--- src/rtl/board_pkg.sv ---
// Board-wide timing constants and the per-key FSM state shared by the key front end.
package board_pkg;

  localparam int CLK_HZ       = 50_000_000;
  localparam int DEB_20MS     = CLK_HZ / 50;
  localparam int HOLD_500MS   = CLK_HZ / 2;
  localparam int REPEAT_100MS = CLK_HZ / 10;

  typedef enum logic [1:0] {
    KEY_RELEASED = 2'd0,
    KEY_HOLD     = 2'd1,
    KEY_REPEAT   = 2'd2
  } key_state_e;

  // Width of a counter spanning 0..n-1, never narrower than one bit.
  function automatic int cnt_w(input int n);
    return (n > 1) ? $clog2(n) : 1;
  endfunction

endpackage

--- src/rtl/key_chan.sv ---
// One key channel: 2-flop synchroniser, debounce counter, hold/repeat FSM and
// registered level/press/release/repeat strobes.
module key_chan
  import board_pkg::*;
#(
  parameter bit ACTIVE_LOW    = 1'b1,
  parameter int DEB_CYCLES    = DEB_20MS,
  parameter int HOLD_CYCLES   = HOLD_500MS,
  parameter int REPEAT_CYCLES = REPEAT_100MS,
  parameter bit REPEAT_EN     = 1'b1
) (
  input  logic clk,
  input  logic reset,
  input  logic key_i,
  output logic level_o,
  output logic press_o,
  output logic release_o,
  output logic repeat_o
);

  localparam int DEB_W  = cnt_w(DEB_CYCLES);
  localparam int HOLD_W = cnt_w(HOLD_CYCLES);
  localparam int PER_W  = cnt_w(REPEAT_CYCLES);
  localparam logic [DEB_W-1:0]  DEB_MAX  = DEB_W'(DEB_CYCLES - 1);
  localparam logic [HOLD_W-1:0] HOLD_MAX = HOLD_W'(HOLD_CYCLES - 1);
  localparam logic [PER_W-1:0]  PER_MAX  = PER_W'(REPEAT_CYCLES - 1);
  localparam logic IDLE_LVL = ACTIVE_LOW;

  logic sync1_q, sync2_q, sample;
  logic [DEB_W-1:0]  deb_q, deb_d;
  logic [HOLD_W-1:0] hold_q, hold_d;
  logic [PER_W-1:0]  per_q, per_d;
  logic level_q, level_d, rise, fall;
  logic press_q, press_d, release_q, release_d, repeat_q, repeat_d;
  key_state_e state_q, state_d;

  assign sample = ACTIVE_LOW ? ~sync2_q : sync2_q;

  // Counter only advances while the sample disagrees with the accepted level.
  always_comb begin
    deb_d   = '0;
    level_d = level_q;
    if (sample != level_q) begin
      if (deb_q == DEB_MAX) level_d = ~level_q;
      else                  deb_d   = deb_q + DEB_W'(1);
    end
  end

  assign rise = level_d & ~level_q;
  assign fall = ~level_d & level_q;

  always_ff @(posedge clk or posedge reset) begin
    if (reset) begin
      sync1_q   <= IDLE_LVL;
      sync2_q   <= IDLE_LVL;
      deb_q     <= '0;
      level_q   <= 1'b0;
      state_q   <= KEY_RELEASED;
      hold_q    <= '0;
      per_q     <= '0;
      press_q   <= 1'b0;
      release_q <= 1'b0;
      repeat_q  <= 1'b0;
    end else begin
      sync1_q   <= key_i;
      sync2_q   <= sync1_q;
      deb_q     <= deb_d;
      level_q   <= level_d;
      state_q   <= state_d;
      hold_q    <= hold_d;
      per_q     <= per_d;
      press_q   <= press_d;
      release_q <= release_d;
      repeat_q  <= repeat_d;
    end
  end

  always_comb begin
    state_d = state_q;
    hold_d  = hold_q;
    per_d   = per_q;
    case (state_q)
      KEY_RELEASED: begin
        hold_d = '0;
        per_d  = '0;
        if (rise) state_d = KEY_HOLD;
      end
      KEY_HOLD: begin
        if (fall) begin
          state_d = KEY_RELEASED;
          hold_d  = '0;
        end else if (hold_q == HOLD_MAX) begin
          // With repeat disabled the counter parks here and the key stays in HOLD.
          if (REPEAT_EN) begin
            state_d = KEY_REPEAT;
            hold_d  = '0;
            per_d   = '0;
          end
        end else begin
          hold_d = hold_q + HOLD_W'(1);
        end
      end
      KEY_REPEAT: begin
        if (fall) begin
          state_d = KEY_RELEASED;
          per_d   = '0;
        end else if (per_q == PER_MAX) begin
          per_d = '0;
        end else begin
          per_d = per_q + PER_W'(1);
        end
      end
      default: begin
        state_d = KEY_RELEASED;
        hold_d  = '0;
        per_d   = '0;
      end
    endcase
  end

  always_comb begin
    press_d   = rise;
    release_d = fall;
    repeat_d  = rise
              | (state_q == KEY_HOLD && state_d == KEY_REPEAT)
              | (state_q == KEY_REPEAT && state_d == KEY_REPEAT && per_q == PER_MAX);
  end

  assign level_o   = level_q;
  assign press_o   = press_q;
  assign release_o = release_q;
  assign repeat_o  = repeat_q;

endmodule

--- src/rtl/key_bank.sv ---
// N-channel push-button front end: one key_chan per key plus an any-key flag.
module key_bank
  import board_pkg::*;
#(
  parameter int N_KEYS        = 4,
  parameter bit ACTIVE_LOW    = 1'b1,
  parameter int DEB_CYCLES    = DEB_20MS,
  parameter int HOLD_CYCLES   = HOLD_500MS,
  parameter int REPEAT_CYCLES = REPEAT_100MS,
  parameter logic [N_KEYS-1:0] REPEAT_EN = {N_KEYS{1'b1}}
) (
  input  logic              clk,
  input  logic              reset,
  input  logic [N_KEYS-1:0] key_in,
  output logic [N_KEYS-1:0] key_level,
  output logic [N_KEYS-1:0] key_press,
  output logic [N_KEYS-1:0] key_release,
  output logic [N_KEYS-1:0] key_repeat,
  output logic              any_pressed
);

  for (genvar i = 0; i < N_KEYS; i++) begin : g_chan
    key_chan #(
      .ACTIVE_LOW   (ACTIVE_LOW),
      .DEB_CYCLES   (DEB_CYCLES),
      .HOLD_CYCLES  (HOLD_CYCLES),
      .REPEAT_CYCLES(REPEAT_CYCLES),
      .REPEAT_EN    (REPEAT_EN[i])
    ) u_chan (
      .clk      (clk),
      .reset    (reset),
      .key_i    (key_in[i]),
      .level_o  (key_level[i]),
      .press_o  (key_press[i]),
      .release_o(key_release[i]),
      .repeat_o (key_repeat[i])
    );
  end

  assign any_pressed = |key_level;

endmodule

--- config.mk ---
export PLATFORM = sky130hd
export DESIGN_NAME = key_bank
export DESIGN_NICKNAME = d
export VERILOG_FILES = /design/src/rtl/board_pkg.sv /design/src/rtl/key_chan.sv /design/src/rtl/key_bank.sv
export SDC_FILE = /design/constraint.sdc
export NUM_CORES = 1
export LEC_CHECK = 0
export BUFFER_PORTS_ARGS = -buffer_cell sky130_fd_sc_hd__buf_2
export CAP_MARGIN = 0
export CORE_MARGIN = 2
export CORE_UTILIZATION = 60
export DETAILED_ROUTE_END_ITERATION = 10
export MAX_ROUTING_LAYER = met4
export PLACE_DENSITY_LB_ADDON = 0.05
export SLEW_MARGIN = 20
export SYNTH_ARGS = -nofsm -noshare
export SYNTH_HDL_FRONTEND = slang
export SYNTH_SLANG_ARGS = --single-unit
--- constraint.sdc ---
create_clock -name clk -period 16.7 [get_ports clk]
set_clock_uncertainty 0.1 [all_clocks]
set_input_delay 1.67 -clock clk [delete_from_list [all_inputs] [get_ports clk]]
set_output_delay 1.67 -clock clk [all_outputs]
set_load 0.005 [all_outputs]
* Word level (Yosys, flattened, before mapping) *
Index checks and enable logic that the tools add are counted.

word-level totals
  output and inout bits = 17
  flip-flop bits (word level) = 304

operators by class
  bitwise gates (word level) = 28
  mux-type cells = 68
  equality and inequality tests = 36
  $add $sub $neg = 12
  reduce and logical (&&, ||, !) cells = 21

operators by type and width
  cell                                                   count
  2-to-1 mux 23 bit                                      16
  2-to-1 mux 25 bit                                      8
  case mux 25 bit (2 select lines)                       4
  case mux 23 bit (2 select lines)                       4
  2-to-1 mux 20 bit                                      8
  adder 25 x 1 -> 25 bit, second input constant          4
  equality test 25 bit, second input constant            4
  adder 23 x 1 -> 23 bit, second input constant          4
  equality test 23 bit, second input constant            4
  adder 20 x 1 -> 20 bit, second input constant          4
  equality test 20 bit, second input constant            4
  2-to-1 mux 2 bit                                       16
  case mux 2 bit (3 select lines)                        4
  equality test 2 bit, second input constant             8
  logical AND 1 bit                                      12
  inverter 1 bit                                         12
  bitwise AND 1 bit                                      8
  equality test 2 x 1 -> 1 bit, second input constant    4
  zero test 2 bit                                        4
  2-to-1 mux 1 bit                                       8
  inequality test 2 x 1 -> 1 bit, second input constant  4
  inequality test 2 bit, second input constant           4
  OR 1 bit                                               8
  AND reduction 2 bit                                    4
  other kinds (2)                                        5

* Longest topological paths before layout *
Gate-level depths: netlist of the first run.

  word-level depth = 11
  depth in mapped cells = 9
  mapped depth without buffers = 7

* Cells and area by module *
Synthesis of the first run repeated with hierarchy kept, for this count alone.

unflattened totals
  cells, all modules = 1792
  area, all modules = 16699.8 sq um

modules (own cells, without submodules)
  module                            cells an instance  area each (sq um)  times used
  key_chan at g_chan[1].u_chan ...  465                4265.3             2
  key_chan at g_chan[0].u_chan      435                4105.2             1
  key_chan at g_chan[3].u_chan      426                4056.4             1
  key_bank                          1                  7.5                1

* Worst setup path after synthesis of the first run *
Ideal clock, no wire load.

  kind = reg-to-output
  start point = register g_chan[0].u_chan.level_q
  end point = output port any_pressed
  data required time = 14.930 ns
  setup slack = 13.995 ns
  data arrival time = 0.935 ns
  stages on the path, launching flop included = 2
  cells stage by stage = dfrtp_1 > or4_1

on the way
  cells in the longest elaborated chain, start to end = 1

ends and longest elaborated chain
  item                    line            text
  from (decl)             key_chan.sv:33  logic level_q, level_d, rise, fall;
  from (signal assigned)  key_chan.sv:68  level_q <= level_d;
  OR reduction 4 bit      key_bank.sv:40  assign any_pressed = |key_level;
  to (decl)               key_bank.sv:19  output logic any_pressed

No other way between the ends.

==> metrics, run 1 <==
H-tree depth 2; fin crit share 26.76%; FMAX 223.8 MHz; global-route wire length before repair 62190 um; Max-Cap Viols 0; clk slew on worst S/H paths 0.06 ns; # IOs 23; Sw Share 20.65%; post-synthesis compound-gate area fraction 11.40%; drt total wl 35560 um; Synth Area in Adders 0.9010%; Netlist cell types 75; Worst Path Required 17.10 ns; internal power 1.228 mW; leak pwr 7.299 nW; Post-synth EDFFs 0; worst min-delay path class flip-flop to flip-flop; Worst Path Arrival 4.87 ns; CP max FO 98; fin worst setup slack 12.23 ns; initial core utilization 60.48%; count leader, synth dfrtp_1; layout cell share with drive strength beyond 1 7.799%; minimum clock period 4.469 ns; Post-Syn Instances 1780; Die ar. 29120 um^2; Area Growth Syn to Fin 8.987%; final setup vio count 0; Post-Layout Cell Count 2173; total number of vias 13490; per-cell routed wire length 16.37 um; post-layout util 65.92%; largest net degree at the start of global routing 99; TNS Setup 0 ns; ys flop type dfrtp_1; syn_area_per_cell 9.362 um^2; Die X-Extent 170.7 um; Max clock buf depth 3; Pins Over Slew Limit 0; clock tree sinks 304; Cell Rows 61; Placed Cells 2110; post-synthesis xor/xnor area fraction 6.727%; Psw 0.3196 mW; Logic pwr share 1.5%; Async SR Flop Fraction 100.0%; Hold WS 0.2557 ns; port bufs 22; CTS buffer count 36; drt first pass iters 5; Post-CTS Setup Bufs 0; sequential power share 48.1%; Nets 1788; Simple-Gate Fraction of Synth Area 30.59%; Total Power 1.548 mW; Slew HR 27.92%; power share of the clock group 50.4%; Area contributors post-synth dfrtp_1 44%, nor2_1 4.5%, nand4_1 3.7%, nand3_1 3.7%, xor2_1 3.5%; mux contribution to synthesized area 0.6832%; PostCTS Resize Cnt 0; run status complete, no violations; gr usage total 25.93%; PwrDens 85.24 nW/um^2; VDD IR max 96.25 uV; area share of the largest cell type after synthesis 44.45%; hold buffer count at cts 0; clock root buffer clkbuf_16; diode count 0; CP startpoint kind input port; syn_nets 1798; CP endpoint kind async pin; Final Hold Viols 0; # DRC 0; die height 170.7 um; Post-synth top cells 296 x dfrtp_1, 200 x nor2_1, 147 x nand2_1; Yosys reg bits 304; top cell type by total area after synthesis dfrtp_1; worst slack, placed 11.49 ns; vias in the first global route 12810; routability congestion estimate from global placement 0.8173; antenna viol nets, final 0; Final Cell Area 18160 um^2; combinational family with the most area after synthesis simple AND/OR/NAND/NOR gates; initial antenna violation count 1; CTS tree done; Area after DPL 16960 um^2; Mapped Area 16660 um^2; DR iter-0 viols 911; total grt overflow 0; clk_lat worst skew 0.51 ns; Slew @ Worst Pin 1.071 ns; critical path class input port to async pin; Ys Warns 0; DP Wirelength 22890 um; Seq/Total Area, Yosys 45.71%; Vias/cell 6.209; RSZ-0062 raised after global routing no; core area 27550 um^2
[final cells by class]
cell class | instances | area, um^2
Fill cell | 2265 | 9390
Clock buffer | 54 | 1060
Inverter | 55 | 214.0
Multi-Input combinational cell | 1332 | 8423
Timing Repair Buffer | 41 | 252.7
Tap cell | 378 | 473.0
Sequential cell | 304 | 7617
Clock inverter | 9 | 122.6
[kinds of logic (layout without fill, tap and decap cells)]
logic type | Yosys count | after routing
AOI/OAI and AO/OA | 245 | 245
adders and majority gates | 12 | 12
and+or+nand+nor | 936 | 936
xor gates and xnor gates | 128 | 128
buffers and inverters | 144 | 159
muxes | 11 | 11
DFF | 304 | 304
[sequential cells by signal, summed over array words and instances, names as in the netlist]
signal                   flops
g_chan.u_chan.per_q         92
g_chan.u_chan.sync2_q        4
g_chan.u_chan.hold_q       100
g_chan.u_chan.level_o        4
g_chan.u_chan.press_o        4
g_chan.u_chan.repeat_o       4
g_chan.u_chan.state_q        8
g_chan.u_chan.release_o      4
g_chan.u_chan.deb_q         80
g_chan.u_chan.sync1_q        4
[critical path: stages]
cell	delay, ns
buf_2	0.13
inv_8	0.47
buf_4	0.80
buf_4	0.79
buf_4	0.82
[power by group through the flow]
stage / logic (mW) / clock network [mW] / registers [mW]
4_1_cts: 0.0252 / 0.801 / 0.744
3_5_place_dp: 0.0252 / 0 / 0.758
6_report: 0.0236 / 0.780 / 0.745
3_3_place_gp: 0.0251 / 0 / 0.757
2_1_floorplan: 0.0174 / 0 / 0.757
5_1_grt: 0.0287 / 0.834 / 0.744
[cells in the final DEF, fill, tap and decap left out, types with 20 or more instances in the layout]
cell type    n
dfrtp_1    296
nor2_1     200
nand2_1    147
nand3_1    123
nand4_1     99
nor3_1      71
xor2_1      66
xnor2_1     62
inv_1       53
a221o_1     49
and3_1      45
o21ai_0     45
nor4_1      43
and4_1      41
clkbuf_16   37
and2_1      35
nor4b_1     24
buf_2       22
or3_1       20
nor2b_1     20
[final timing paths]
path | slack [ns] | end | depth (start not counted) | from
min in group asynchronous | 1.18 | g_chan[0].u_chan.hold_q[15] | 2 | reset
min reg2reg | 0.26 | g_chan[3].u_chan.sync2_q | 0 | g_chan[3].u_chan.sync1_q
min | 0.26 | g_chan[3].u_chan.sync2_q | 0 | g_chan[3].u_chan.sync1_q
max in group clk | 13.26 | any_pressed | 2 | g_chan[1].u_chan.level_o
max | 12.23 | g_chan[0].u_chan.hold_q[21] | 5 | reset
max reg2reg | 13.45 | g_chan[1].u_chan.hold_q[8] | 6 | g_chan[1].u_chan.hold_q[0]
[per-layer routing]
| metal | wire length, um | share of wire (%) | up-vias | track usage, % |
|---|---|---|---|---|
| met4 | 525 | 1.5 | 0 | 5.351 |
| met2 | 16410 | 46 | 223 | 40.43 |
| met5 | 0 | 0 | - | - |
| met3 | 1298 | 3.6 | 46 | 3.400 |
| li1 | - | - | 6580 | - |
| met1 | 17330 | 49 | 6643 | 36.66 |
Power figures use the tool's default switching activity.
==> inputs of run 2 (changes only) <==
- clock period: 16.7 -> 4.42 ns (I/O delays scaled with it)
==> metrics, run 2 (same netlist as run 1, synthesis figures left out) <==
Pins Over Slew Limit 0 (unchanged); Placed Cells 2114 (+0.19%); Multi-input gate area 8416 um^2 (about the same); core area 27550 um^2 (unchanged); Worst Path Arrival 3.57 ns (-1.30 ns); drt total wl 34910 um (-1.8%); Vias/cell 6.187 (-0.35%); Final Cell Area 18310 um^2 (+0.82%); clock tree sinks 304 (unchanged); run status complete, but fails checks; initial core utilization 60.48% (unchanged); total number of vias 13500 (+0.067%); worst min-delay path class input port to async pin; DR iter-0 viols 907 (-0.44%); port bufs 22 (unchanged); top flop regs g_chan.u_chan.hold_q: 100 flops, g_chan.u_chan.per_q: 92 flops, g_chan.u_chan.deb_q: 80 flops; clk slew on worst S/H paths 0.06 ns (about the same); PostCTS Resize Cnt 0 (unchanged); largest net degree at the start of global routing 204 (+110%); Cell Rows 61 (unchanged); RSZ-0062 raised after global routing no; CP endpoint kind flip-flop; H-tree depth 2 (unchanged); clock root buffer clkbuf_16; # IOs 23 (unchanged); Die X-Extent 170.7 um (unchanged); DP Wirelength 22340 um (-2.4%); minimum clock period 3.221 ns; CTS buffer count 35 (-2.8%); # DRC 0 (unchanged); diode count 0 (unchanged); gr usage total 25.08% (-0.85 points); max FFs per register 100 (unchanged); Worst Path Required 4.77 ns (-12.33 ns); antenna viol nets, final 0 (unchanged); CP max FO 13 (-87%); Max clock buf depth 3 (unchanged); vias in the first global route 12620 (-1.5%); total grt overflow 0 (unchanged); initial antenna violation count 1 (unchanged); VDD IR max 317.3 uV (+230%); filler instances 2179 (-3.8%); Biggest register g_chan.u_chan.hold_q; die height 170.7 um (unchanged); most common cell after layout, fill and taps aside dfrtp_1; register area 7617 um^2 (unchanged); Hold WS -0.007841 ns (-0.2636 ns); fin crit share 72.88%; failing checks hold timing; Post-Layout Cell Count 2182 (+0.41%); Critical Path Slowest Stage Cell a21oi_1; most frequent cells in the layout 296 x dfrtp_1, 199 x nor2_1, 147 x nand2_1, 123 x nand3_1, 99 x nand4_1; routability congestion estimate from global placement 0.8328 (+1.9%); layout cell share with drive strength beyond 1 8.093% (+0.29 points); Die ar. 29120 um^2 (unchanged); Nets 1796 (+0.45%); Slew @ Worst Pin 1.066 ns (-0.005221 ns); CTS tree done; Area Growth Syn to Fin 9.881%; PwrDens 324.5 nW/um^2 (+280%); cells along the critical path ha_1, nand2_1, nor4_1, nand2_1, a21oi_1, a221o_1; final setup vio count 0 (unchanged); CP startpoint kind flip-flop; Max-Cap Viols 0 (unchanged); clk_lat worst skew 0.51 ns (about the same); leak pwr 7.356 nW (+0.79%); global-route wire length before repair 60280 um (-3.1%); Area after DPL 17010 um^2 (+0.28%); TNS Setup 0 ns (unchanged); slowest cell delay on critical path 0.92 ns (+0.10 ns); Final Hold Viols 4 (+4); CP most frequent cell nand2_1; per-cell routed wire length 16.00 um (-2.2%); FMAX 310.4 MHz; drt first pass iters 5 (unchanged); critical path class flip-flop to flip-flop; Slew HR 28.93% (+1.0 points)
-- run 2: final cells by class --
class                      count  area share [%]
multi-input combinational   1332           45.96
sequential                   304           41.60
clock buffer                  49           5.521
tap                          378           2.583
timing repair buffer          50           2.050
inverter                      55           1.148
clock inverter                14           1.141
-- run 2: path summary, 6_finish.rpt --
kind	from	end	slack, ns	depth (start not counted)
max in group asynchronous	reset	g_chan[2].u_chan.sync2_q	3.27	4
min in group clk	g_chan[2].u_chan.sync1_q	g_chan[2].u_chan.sync2_q	0.26	0
setup / recovery	g_chan[3].u_chan.deb_q[0]	g_chan[3].u_chan.per_q[10]	1.20	6
hold / removal	reset	g_chan[1].u_chan.deb_q[19]	-0.008	3
setup reg to reg	g_chan[3].u_chan.deb_q[0]	g_chan[3].u_chan.per_q[10]	1.20	6
hold reg to reg	g_chan[2].u_chan.sync1_q	g_chan[2].u_chan.sync2_q	0.26	0
-- run 2: power by group --
part | switching [mW] | leakage [nW] | internal [mW]
registers | 0.0122 | 4.21 | 2.80
clock network | 1.14 | 0.585 | 1.89
logic | 0.0744 | 2.56 | 0.0222
total | 1.23 | 7.36 | 4.72
-- run 2: critical path, delay by kind of cell, from the launching register on --
| kind | cells | cell delay [ns] |
|---|---|---|
| compound gates | 2 | 1.21 |
| fa+ha+maj | 1 | 0.30 |
| flops | 1 | 0.42 |
| simple gates | 3 | 1.13 |
-- run 2: through the flow --
step	power, mW	hold WS [ns]	setup slack (ns)	util (%)
2_1_floorplan	2.926	0.2452	-0.1585	-
3_5_place_dp	2.957	0.2504	1.220	61.74
3_3_place_gp	2.956	0.2507	1.313	61.71
5_1_grt	6.163	0.03751	0.9701	66.46
6_report	5.941	-0.007841	1.199	66.46
4_1_cts	6.011	0.05057	1.219	66.31
-- run 2: metal layers --
metal | wire [um] | vias up | track usage, % | share of wire, %
met3 | 1126 | 48 | 2.706 | 3.2
met4 | 603 | 0 | 5.946 | 1.7
li1 | - | 6609 | - | -
met2 | 16090 | 237 | 39.17 | 46
met1 | 17090 | 6607 | 35.48 | 49
met5 | 0 | - | - | 0
-- run 2: what timing repair did --
action,in CTS,in global routing
setup buffers,0,0
hold buffers,4,0
hold endpoints to repair,4,0
==> inputs of run 3 (changes only) <==
- ABC_AREA: default -> 1
- CORE_UTILIZATION: 60 -> 58
- clock period: 4.42 -> 2.6 ns (I/O delays scaled with it)
==> metrics, run 3 <==
run status complete, no violations; CTS tree done; r2r endpoint g_chan[3].u_chan.per_q[12]; mux contribution to synthesized area 0% (-0.68 points); met2 wire length 19990 um (+24%); cells along the critical path ha_1, nand2_1, inv_1, nand2_1, nor2_1, inv_2, nor2_1, a21oi_1, buf_4, nand3_1, nand2_1; port bufs 22 (unchanged); Area Growth Syn to Fin 10.15%; clock root buffer clkbuf_16; Simple-Gate Fraction of Synth Area 38.02% (+7.4 points); met1 WL 20400 um (+19%); Slew HR 52.86% (+24 points); worst min-delay path class input port to async pin; per-cell routed wire length 14.24 um (-11%); most common cell after layout, fill and taps aside nand2_1; Max clock buf depth 3 (unchanged); Worst Path Arrival 2.68 ns (-0.89 ns); DP Wirelength 30650 um (+37%); Nets 2607 (+45%); Worst Path Required 2.96 ns (-1.81 ns); FMAX 430.7 MHz (+39%); final setup vio count 0 (unchanged); # DRC 0 (unchanged); R2R Setup Slk 0.28 ns (-0.92 ns); fin worst setup slack 0.2780 ns (-0.9206 ns); CTS buffer count 36 (+2.9%); diode count 0 (unchanged); total grt overflow 0 (unchanged); max FFs per register 100 (unchanged); area share of the largest cell type after synthesis 40.23% (-4.2 points); highest metal used met4; antenna viol nets, final 0 (unchanged); drt first pass iters 8 (+3); gr usage total 27.58% (+2.5 points); Pins Over Slew Limit 0 (unchanged); count leader, synth nand2_1; largest net degree at the start of global routing 65 (-68%); # IOs 23 (unchanged); Post-synth top cells 580 x nand2_1, 411 x nor2_1, 296 x dfrtp_1; Detail Route met3 WL 1656 um (+47%); Yosys reg bits 304 (unchanged); leak pwr 8.903 nW (+21%); layout cell share with drive strength beyond 1 8.987% (+0.89 points); H-tree depth 2 (unchanged); slowest cell delay on critical path 0.58 ns (-0.34 ns); Vias/cell 5.488 (-11%); top cell type by total area after synthesis dfrtp_1; worst flop-to-flop path startpoint g_chan[3].u_chan.per_q[0]; RSZ-0062 raised after global routing no; CP most frequent cell nand2_1; Final Cell Area 20280 um^2 (+11%); top flop regs g_chan.u_chan.hold_q: 100 flops, g_chan.u_chan.per_q: 92 flops, g_chan.u_chan.deb_q: 80 flops; Mapped Area 18410 um^2 (+10%); Ys Warns 0 (unchanged); clk_lat worst skew 0.53 ns (+0.02 ns); most frequent cells in the layout 580 x nand2_1, 410 x nor2_1, 296 x dfrtp_1, 275 x inv_1, 248 x nand3_1; critical path class flip-flop to flip-flop; global-route wire length before repair 75130 um (+25%); routability congestion estimate from global placement 0.9301 (+12%); CP startpoint kind flip-flop; Post-Syn Instances 2558 (+44%); register area 7617 um^2 (unchanged); drt total wl 42950 um (+23%); Cell Rows 65 (+6.6%); VDD IR max 493.3 uV (+55%); Final Hold Viols 0 (-4); Netlist cell types 49 (-35%); Slew @ Worst Pin 0.7071 ns (-0.3590 ns); Biggest register g_chan.u_chan.hold_q; syn_nets 2576 (+43%); Async SR Flop Fraction 100.0% (unchanged); syn_area_per_cell 7.198 um^2 (-23%); R2R depth 11 (+5); Synth Area in Adders 0.8155% (-0.085 points); Area contributors post-synth dfrtp_1 40%, nand2_1 12%, nor2_1 8.4%, nand3_1 6.7%, inv_1 5.6%; PostCTS Resize Cnt 0 (unchanged); die height 182.2 um (+6.7%); Multi-input gate area 9250 um^2 (+9.9%); Area after DPL 18930 um^2 (+11%); ys flop type dfrtp_1; CP max FO 12 (-1); CP endpoint kind flip-flop; initial antenna violation count 0 (-1); clk slew on worst S/H paths 0.06 ns (about the same); minimum clock period 2.322 ns (-0.8994 ns); post-synthesis xor/xnor area fraction 5.233% (-1.5 points); DR iter-0 viols 1086 (+20%); filler instances 2780 (+28%); Die X-Extent 182.2 um (+6.7%); total number of vias 16560 (+23%); fin crit share 89.31% (+16 points); combinational family with the most area after synthesis simple AND/OR/NAND/NOR gates; post-synthesis compound-gate area fraction 6.164% (-5.2 points); core area 31390 um^2 (+14%); Die ar. 33180 um^2 (+14%); worst slack, placed 0.3077 ns (-0.9120 ns); Seq/Total Area, Yosys 41.37% (-4.3 points); vias in the first global route 16080 (+27%); clock tree sinks 304 (unchanged); PwrDens 517.4 nW/um^2 (+59%); Max-Cap Viols 0 (unchanged); Post-synth EDFFs 0 (unchanged); Critical Path Slowest Stage Cell a21oi_1; initial core utilization 58.65% (-1.8 points)
run 3: cell families (layout without fill, tap and decap cells):
family,count (synthesis),in the layout
adders and majority gates,12,12
AOI/OAI and AO/OA,198,198
buffers and inverters,377,434
xor gates and xnor gates,110,110
and+or+nand+nor,1557,1557
DFF,304,304
run 3: layer usage:
layer  up-vias  global-route usage, %
met5         -                      -
met4         0                  7.065
met3        64                  3.033
met2       320                  44.70
met1      7834                  37.34
li1       8340                      -
run 3: layout make-up:
class                   count  area share, %
clock inverters            18          1.444
repair buffers             52          2.024
flip-flops and latches    304          37.56
clock buffers              46          4.979
multi-input cells        1877          45.61
well taps                 402          2.480
inverters                 318          5.904
run 3: through the flow:
stage / utilization (%) / total power, mW / instances / setup TNS (ns) / hold WS (ns)
floorplan: - / 4.980 / 2558 / -537.45 / 0.1645
global placement: 60.29 / 5.048 / 2948 / 0 / 0.2344
detailed placement: 60.29 / 5.052 / 2948 / 0 / 0.2348
CTS: 64.60 / 10.64 / 3017 / 0 / 0.2300
global route: 64.60 / 10.86 / 3017 / 0 / 0.2580
finish: 64.60 / 10.49 / 3017 / 0 / 0.2420
run 3: repair_timing:
action                    4_1_cts  5_1_grt
buffers inserted                0        0
hold endpoints to repair       15        0
hold buffers                    5        0
run 3: worst max path at each step:
stage                                    from                    endpoint  depth (start not counted)
floorplan                               reset   g_chan[0].u_chan.deb_q[0]                          1
global route        g_chan[3].u_chan.per_q[0]  g_chan[3].u_chan.per_q[15]                         11
CTS                 g_chan[3].u_chan.per_q[0]  g_chan[3].u_chan.per_q[11]                         11
finish              g_chan[3].u_chan.per_q[0]  g_chan[3].u_chan.per_q[12]                         11
detailed placement  g_chan[3].u_chan.per_q[0]  g_chan[3].u_chan.per_q[11]                         11
global placement    g_chan[3].u_chan.per_q[0]  g_chan[3].u_chan.per_q[17]                         11
run 3: worst max-delay path, delay by kind of cell (launching register included):
family / cells / cell delay, ns
compound gates: 1 / 0.58
fa+ha+maj: 1 / 0.23
buf+inv: 3 / 0.42
flops: 1 / 0.41
simple gates: 6 / 0.53
run 3: power by group:
group          switching [mW]  internal [mW]
logic                   0.141         0.0479
registers              0.0163           4.76
clock network            2.07           3.46
total                    2.23           8.27
